### src/rtl/inv_sched_pkg.sv
// rtl/inv_sched_pkg.sv - shared types and width helpers for the inverter scheduler
package inv_sched_pkg;

  typedef enum logic {EMPTY = 1'b0, FULL = 1'b1} buf_state_t;

  localparam int N_REQ_MIN = 2;
  localparam int N_REQ_MAX = 16;

  // Requester ID width; never narrower than one bit.
  function automatic int id_width(input int n);
    return (n <= 2) ? 1 : $clog2(n);
  endfunction

endpackage

### src/rtl/rr_pick.sv
// rtl/rr_pick.sv - combinational round-robin picker starting at ptr
module rr_pick #(
  parameter int N_REQ = 4,
  parameter int ID_W  = 2
) (
  input  logic [N_REQ-1:0] req,
  input  logic [ID_W-1:0]  ptr,
  input  logic             en,
  output logic [N_REQ-1:0] gnt,
  output logic [ID_W-1:0]  id,
  output logic             any
);

  int idx;

  always_comb begin
    gnt = '0;
    id  = '0;
    any = 1'b0;
    idx = 0;
    for (int k = 0; k < N_REQ; k++) begin
      idx = int'(ptr) + k;
      if (idx >= N_REQ) idx = idx - N_REQ;
      if (en && !any && req[idx]) begin
        gnt[idx] = 1'b1;
        id       = ID_W'(idx);
        any      = 1'b1;
      end
    end
  end

endmodule

### src/rtl/inv_share_sched.sv
// rtl/inv_share_sched.sv - round-robin sharing of one inverter with a one-entry result buffer
module inv_share_sched
  import inv_sched_pkg::*;
#(
  parameter  int N_REQ = 4,
  parameter  int WIDTH = 4,
  localparam int ID_W  = id_width(N_REQ)
) (
  input  logic                   clk,
  input  logic                   reset_n,
  input  logic [N_REQ-1:0]       req,
  input  logic [N_REQ*WIDTH-1:0] a_flat,
  output logic [N_REQ-1:0]       gnt,
  output logic [WIDTH-1:0]       y,
  output logic [ID_W-1:0]        y_id,
  output logic                   y_valid,
  input  logic                   out_ready
);

  buf_state_t       state_q, state_d;
  logic [ID_W-1:0]  ptr_q, ptr_d;
  logic [WIDTH-1:0] y_q, y_d;
  logic [ID_W-1:0]  y_id_q, y_id_d;

  logic             en;
  logic             pick_any;
  logic [ID_W-1:0]  pick_id;
  logic [WIDTH-1:0] sel_op;

  // Gating with reset_n keeps gnt quiet while the block is held in reset.
  assign en = reset_n && ((state_q == EMPTY) || out_ready);

  rr_pick #(
    .N_REQ(N_REQ),
    .ID_W (ID_W)
  ) u_pick (
    .req(req),
    .ptr(ptr_q),
    .en (en),
    .gnt(gnt),
    .id (pick_id),
    .any(pick_any)
  );

  // One-hot OR mux: lanes that are not granted never reach the inverter.
  always_comb begin
    sel_op = '0;
    for (int i = 0; i < N_REQ; i++) begin
      if (gnt[i]) sel_op = sel_op | a_flat[i*WIDTH +: WIDTH];
    end
  end

  always_comb begin
    state_d = state_q;
    ptr_d   = ptr_q;
    y_d     = y_q;
    y_id_d  = y_id_q;
    if (pick_any) begin
      state_d = FULL;
      y_d     = ~sel_op;
      y_id_d  = pick_id;
      ptr_d   = (pick_id == ID_W'(N_REQ - 1)) ? '0 : pick_id + ID_W'(1);
    end else if ((state_q == FULL) && out_ready) begin
      state_d = EMPTY;
    end
  end

  always_ff @(posedge clk or negedge reset_n) begin
    if (!reset_n) begin
      state_q <= EMPTY;
      ptr_q   <= '0;
      y_q     <= '0;
      y_id_q  <= '0;
    end else begin
      state_q <= state_d;
      ptr_q   <= ptr_d;
      y_q     <= y_d;
      y_id_q  <= y_id_d;
    end
  end

  assign y       = y_q;
  assign y_id    = y_id_q;
  assign y_valid = (state_q == FULL);

endmodule

### config.mk
export PLATFORM = sky130hd
export DESIGN_NAME = inv_share_sched
export DESIGN_NICKNAME = d
export VERILOG_FILES = /design/src/rtl/inv_sched_pkg.sv /design/src/rtl/rr_pick.sv /design/src/rtl/inv_share_sched.sv
export SDC_FILE = /design/constraint.sdc
export NUM_CORES = 1
export LEC_CHECK = 0
export BUFFER_PORTS_ARGS = -buffer_cell sky130_fd_sc_hd__buf_4
export CAP_MARGIN = 20
export CORE_MARGIN = 3
export CORE_UTILIZATION = 55
export DETAILED_ROUTE_END_ITERATION = 10
export PLACE_DENSITY = 0.85
export RECOVER_POWER = 100
export SYNTH_ARGS = -nofsm -noshare
export SYNTH_HDL_FRONTEND = slang
export SYNTH_SLANG_ARGS = --single-unit
export TNS_END_PERCENT = 30
### constraint.sdc
create_clock -name clk -period 7.2 [get_ports clk]
set_clock_uncertainty 0.1 [all_clocks]
set_input_delay 0.72 -clock clk [delete_from_list [all_inputs] [get_ports clk]]
set_output_delay 0.72 -clock clk [all_outputs]
set_load 0.05 [all_outputs]
==> After elaboration in Yosys (flattened, before gate mapping) <==
Cells that the tools add are included.
{ "word_totals": {"mem_bits_ro": 0, "n_memories": 0, "ramBits": 0, "register_bits": 9, "output_inout_bits": 11, "latchBits": 0, "elab_cells": 94} }
{ "classes": {"n_addsub": 8, "n_lt_le_gt_ge": 12, "div_mod_pow": 0, "n_eq_ne": 1, "shifts": 0, "n_bitwise": 8, "mux": 43, "n_reduce_logical": 18, "mul": 0} }
{ "op_table": {"columns": ["operator", "n"], "rows": [
  ["$ge A32 B1 Y1 const B", 4],
  ["$lt A32 B4 Y1 const B", 4],
  ["$mux W32", 4],
  ["$ge A32 B4 Y1 const B", 3],
  ["$sub A32 B4 Y32 const B", 3],
  ["$mux W4", 8],
  ["$or A4 B4 Y4", 6],
  ["$mux W1", 18],
  ["$logic_and A1 B1 Y1", 13],
  ["$mux W2", 5],
  ["$bmux W1 S2", 4],
  ["$demux W1 S2", 4],
  ["$add A2 B2 Y3 const B", 2],
  ["$not A4 Y4", 1],
  ["$sub A2 B3 Y4 const B", 1],
  ["$add A2 B1 Y3 const B", 1],
  ["$ge A2 B3 Y1 const B", 1],
  ["$logic_not A1 Y1", 3],
  ["$add A2 B1 Y2 const B", 1],
  ["$eq A2 B2 Y1 const B", 1],
  ["$reduce_bool A2 Y1", 1],
  ["$logic_or A1 B1 Y1", 1],
  ["$not A1 Y1", 1]
]} }

==> Logic depth before layout (Yosys ltp) <==
{ "depth": {"word_depth": 27, "depth_mapped": 11, "mapped_depth_nobuf": 8} }

==> Modules after synthesis <==
A second synthesis with hierarchy kept.
{ "unflattened": {"cells_unflattened": 103, "hier_area_um2": 989.7} }
{ "by_module_without_submodules": {"columns": ["module", "seq_area_each_um2", "instances", "cells_each", "area_per_inst_um2"], "rows": [
  ["rr_pick", 0.0, 1, 67, 544.3],
  ["inv_share_sched", 225.2, 1, 36, 445.4]
]} }

==> Worst setup path after synthesis <==
Ideal clock, no wire load.
{ "synth_path": {"path_kind": "input port to output port", "start": "in req[1]", "end": "out gnt[3]", "path_stages": 6, "arrival_ns": 2.796, "path_buffers": 1, "slack_ns": 3.584, "cell_sequence": "buf_2 > or3b_2 > nand3_1 > nand3_1 > a21boi_0 > o21ai_0"} }
{ "synth_between": {"elab_chain_len": 17, "elab_cells_between_ends": 32, "classes_between": "19 x mux; 3 x bitwise; 10 x reduce/logical"} }
{ "synth_lines": {"columns": ["item", "line_no", "text"], "rows": [
  ["start, declared", "inv_share_sched.sv:11", "input logic [N_REQ-1:0] req,"],
  ["$bmux W1 S2", "rr_pick.sv:24", "if (en && !any && req[idx]) begin"],
  ["$mux W1 (implied by the code) (2 in a row)", "rr_pick.sv:24", null],
  ["$logic_and A1 B1 Y1", "rr_pick.sv:24", null],
  ["$mux W1", "rr_pick.sv:24", null],
  ["$logic_not A1 Y1", "rr_pick.sv:24", null],
  ["$logic_and A1 B1 Y1 (2 in a row)", "rr_pick.sv:24", null],
  ["$mux W1", "rr_pick.sv:24", null],
  ["$logic_not A1 Y1", "rr_pick.sv:24", null],
  ["$logic_and A1 B1 Y1 (2 in a row)", "rr_pick.sv:24", null],
  ["$mux W1", "rr_pick.sv:24", null],
  ["$logic_not A1 Y1", "rr_pick.sv:24", null],
  ["$logic_and A1 B1 Y1 (2 in a row)", "rr_pick.sv:24", null],
  ["$mux W4 (*)", "rr_pick.sv:24", null],
  ["end, declared", "inv_share_sched.sv:13", "output logic [N_REQ-1:0] gnt,"]
]} }
Every way passes the cells marked *; elsewhere a longest branch is shown, timed or not. The select of a mux whose other input is x is not followed.

==> results.yml <==
clock_network:
  cts_setup_buffers: 0
  cts-resized-gates: 0
  clkTransAtPathRegs_ps: 70
  clk_path_buf_depth: 2
  cts_root_buf: "clkbuf_4"
  clock_latency_ps: 260
  cts_tree: "done"
  cts_sinks: 9
  cts_inserted_buffers: 3
  ctsHtreeMaxLevel: 1
  ctsHoldBuffers: 0
floorplan:
  die_x_um: 51.02
  num_rows: 15
  die_area_sq_um: 2603
  core_area_sq_um: 1821
  start_util_pct: 61.24
  fp.dieH_um: 51.02
  io_pins: 34
sta:
  drv_slew: 0
  worst_slew_margin_rel_pct: 46.01
  hold_ws_ps: 313.9
  final-hold-violation-count: 0
  post-route-period-util_pct: 61.14
  fin_tns_setup_ps: 0
  worst_slew_pin_slew_ps: 809.4
  rsz0062_at_grt: "false"
  fin_crit_ps: 4402
  setup_violations: 0
  clock.fmax_mhz: 227.2
synthesis:
  synth_compound_area_share_pct: 27.27
  synth_top_family_by_area: "compound AO/OA/AOI/OAI gates"
  synth_xor_area_share_pct: 0.7856
  yosysSeqAreaShare_pct: 20.20
  synthesis.area_sq_um: 1115
  synthDistinctLibCells: 44
  yosys_warnings: 0
  synthAdderAreaFrac_pct: 7.856
  yosys.area_share.simple_pct: 23.23
  synth_mux_area_share_pct: 12.68
  ys_ff_latch: 9
  synth.avg_cell_area_sq_um: 8.848
  synth_fp_nets: 156
  netlist_instances: 126
place:
  placed_area_sq_um: 1328
  portBuffers: 33
  gp_congestion: 0.9328
  place_hpwl_mm: 2.344
pwr:
  p_leak_uw: 0.0005411
  power_density_nw_per_um2: 449.6
  ir_worst_vdd_mv: 0.2782
  totalPowerFinal_uw: 585.6
setup_path:
  r2r_cells: 8
  crit_path_max_fanout: 13
  end_kind: "primary output"
  worstSetupStartpointType: "flop"
  crit_type: "flop to primary output"
  ff2ff_setup_slack_ps: 3670
  arrival_ps: 3580
  crit_path_end: "gnt[1]"
  cpPeakStageDelay_ps: 670
  worst-path-stages: 7
  r2r_end: "y[3]"
  slowest_stage: "nor2b_1"
  critPathBufInv: 2
  cp_cell_sequence: "inv_1 > ha_1 > mux4_2 > nor2b_1 > nand3_2 > o211ai_4 > clkbuf_1"
  cp_top_family: "simple AND/OR/NAND/NOR gates"
  critPathRequiredTime_ps: 6380
detailed_routing:
  postRouteWirelength_mm: 3.127
  drtIter0Drc: 48
  dr.pass1.iters: 4
  via_count: 1159
  wire_per_inst_um: 17.47
  drc_errors: 0
  vias_per_cell: 6.475
  ant_nets: 0
hold_path:
  hold_path.class: "input pin to async pin"
finish:
  area_growth_pct: 16.84
  fill_cells: 159
  mostFrequentLayoutCells: "21 x buf_4, 15 x nand2_1, 13 x clkbuf_1, 9 x nand3_1, 9 x dfrtp_1"
  diodes: 0
  final_common_cell: "buf_4"
  stdcell_area_sq_um: 1303
  drive_gt1_share_pct: 25.32
  fin_nets: 185
global_route:
  grt_pass1_vias: 1059
  grt_overflow: 0
  grt_pass1_wl_mm: 4.912
  grt_max_degree: 16
  grt_use_total_pct: 24.40
  antenna_found_initial: 0
outcome:
  outcome: "finished, final reports clean"
run:
  drv_cap: 0
[cells by family (layout without fill, tap and decap cells)]
logic type / count (synthesis) / after routing
adders and majority gates: 7 / 7
DFF: 9 / 9
xor gates and xnor gates: 1 / 1
buffers and inverters: 14 / 42
muxes: 10 / 10
and+or+nand+nor: 48 / 48
AOI/OAI and AO/OA: 37 / 37
[metrics by stage]
step	worst slack, ps	std cells	util, %
4_1_cts	3198	178	74.36
6_report	2798	179	71.55
3_3_place_gp	3617	174	72.92
3_5_place_dp	3495	174	72.92
5_1_grt	2587	179	71.55
2_1_floorplan	3584	126	-
[cell usage after synthesis]
library cell | instances | area, sq um
o21ai_0 | 5 | 25.02
a221oi_1 | 1 | 8.760
mux4_2 | 3 | 67.56
ha_1 | 7 | 87.58
nor2b_4 | 1 | 13.76
inv_1 | 4 | 15.01
o21ai_1 | 1 | 5.000
nor3b_1 | 1 | 7.510
o211ai_4 | 1 | 21.27
nand3_1 | 9 | 45.04
buf_2 | 2 | 10.01
a21o_1 | 1 | 7.510
nor2_1 | 5 | 18.77
nor3_2 | 1 | 10.01
a211oi_2 | 1 | 12.51
buf_4 | 1 | 7.510
o21a_1 | 2 | 15.01
a32o_2 | 1 | 11.26
a211o_1 | 1 | 8.760
or3b_2 | 2 | 17.52
nand2_1 | 15 | 56.30
a22oi_1 | 4 | 30.03
and2_1 | 2 | 12.51
nand3_2 | 1 | 10.01
a211oi_1 | 4 | 30.03
nand4_1 | 4 | 25.02
dfrtp_1 | 9 | 225.2
xnor2_1 | 1 | 8.760
o21ai_2 | 1 | 8.760
o211ai_1 | 1 | 7.510
a21oi_1 | 2 | 10.01
nor3_1 | 3 | 15.01
and2_0 | 1 | 6.260
nand3b_1 | 2 | 15.01
a32oi_1 | 4 | 35.03
mux2i_1 | 4 | 40.04
clkbuf_1 | 3 | 11.26
nand2b_1 | 1 | 6.260
o221a_2 | 1 | 11.26
a32o_1 | 4 | 40.04
o41ai_1 | 1 | 8.760
mux2_2 | 3 | 33.78
buf_6 | 4 | 45.04
a21boi_0 | 1 | 7.510
[layer usage]
metal  vias to the layer above  track usage [%]  routed length, um
li1                        542                -                  -
met3                         5            4.373                214
met1                       551            33.88               1385
met4                         0            6.726                 38
met5                         -                0                  0
met2                        61            38.63               1488
[where the power goes]
part	total (uW)	switching (uW)	internal [uW]	leakage [uW]
Combinational	438	290	148	0.000420
Clock	39.5	18.2	21.3	0.0000150
Sequential	108	33.8	74.0	0.000106
Total	586	342	243	0.000541
[worst min path at each step]
stage	end	slack, ps
2_1_floorplan	async pin	320
3_3_place_gp	y_id[0]	370
3_5_place_dp	y_id[0]	370
4_1_cts	y[2]	170
5_1_grt	y[2]	330
6_report	y[2]	310
[layout make-up]
type	instances	area (sq um)	area share (%)
Multi-Input combinational cell	103	797.0	61.19
Inverter	4	15.01	1.153
Timing Repair Buffer	34	207.7	15.95
Sequential cell	9	225.2	17.29
Clock buffer	4	26.28	2.017
Tap cell	25	31.28	2.402
(Power assumes the default switching activity.)
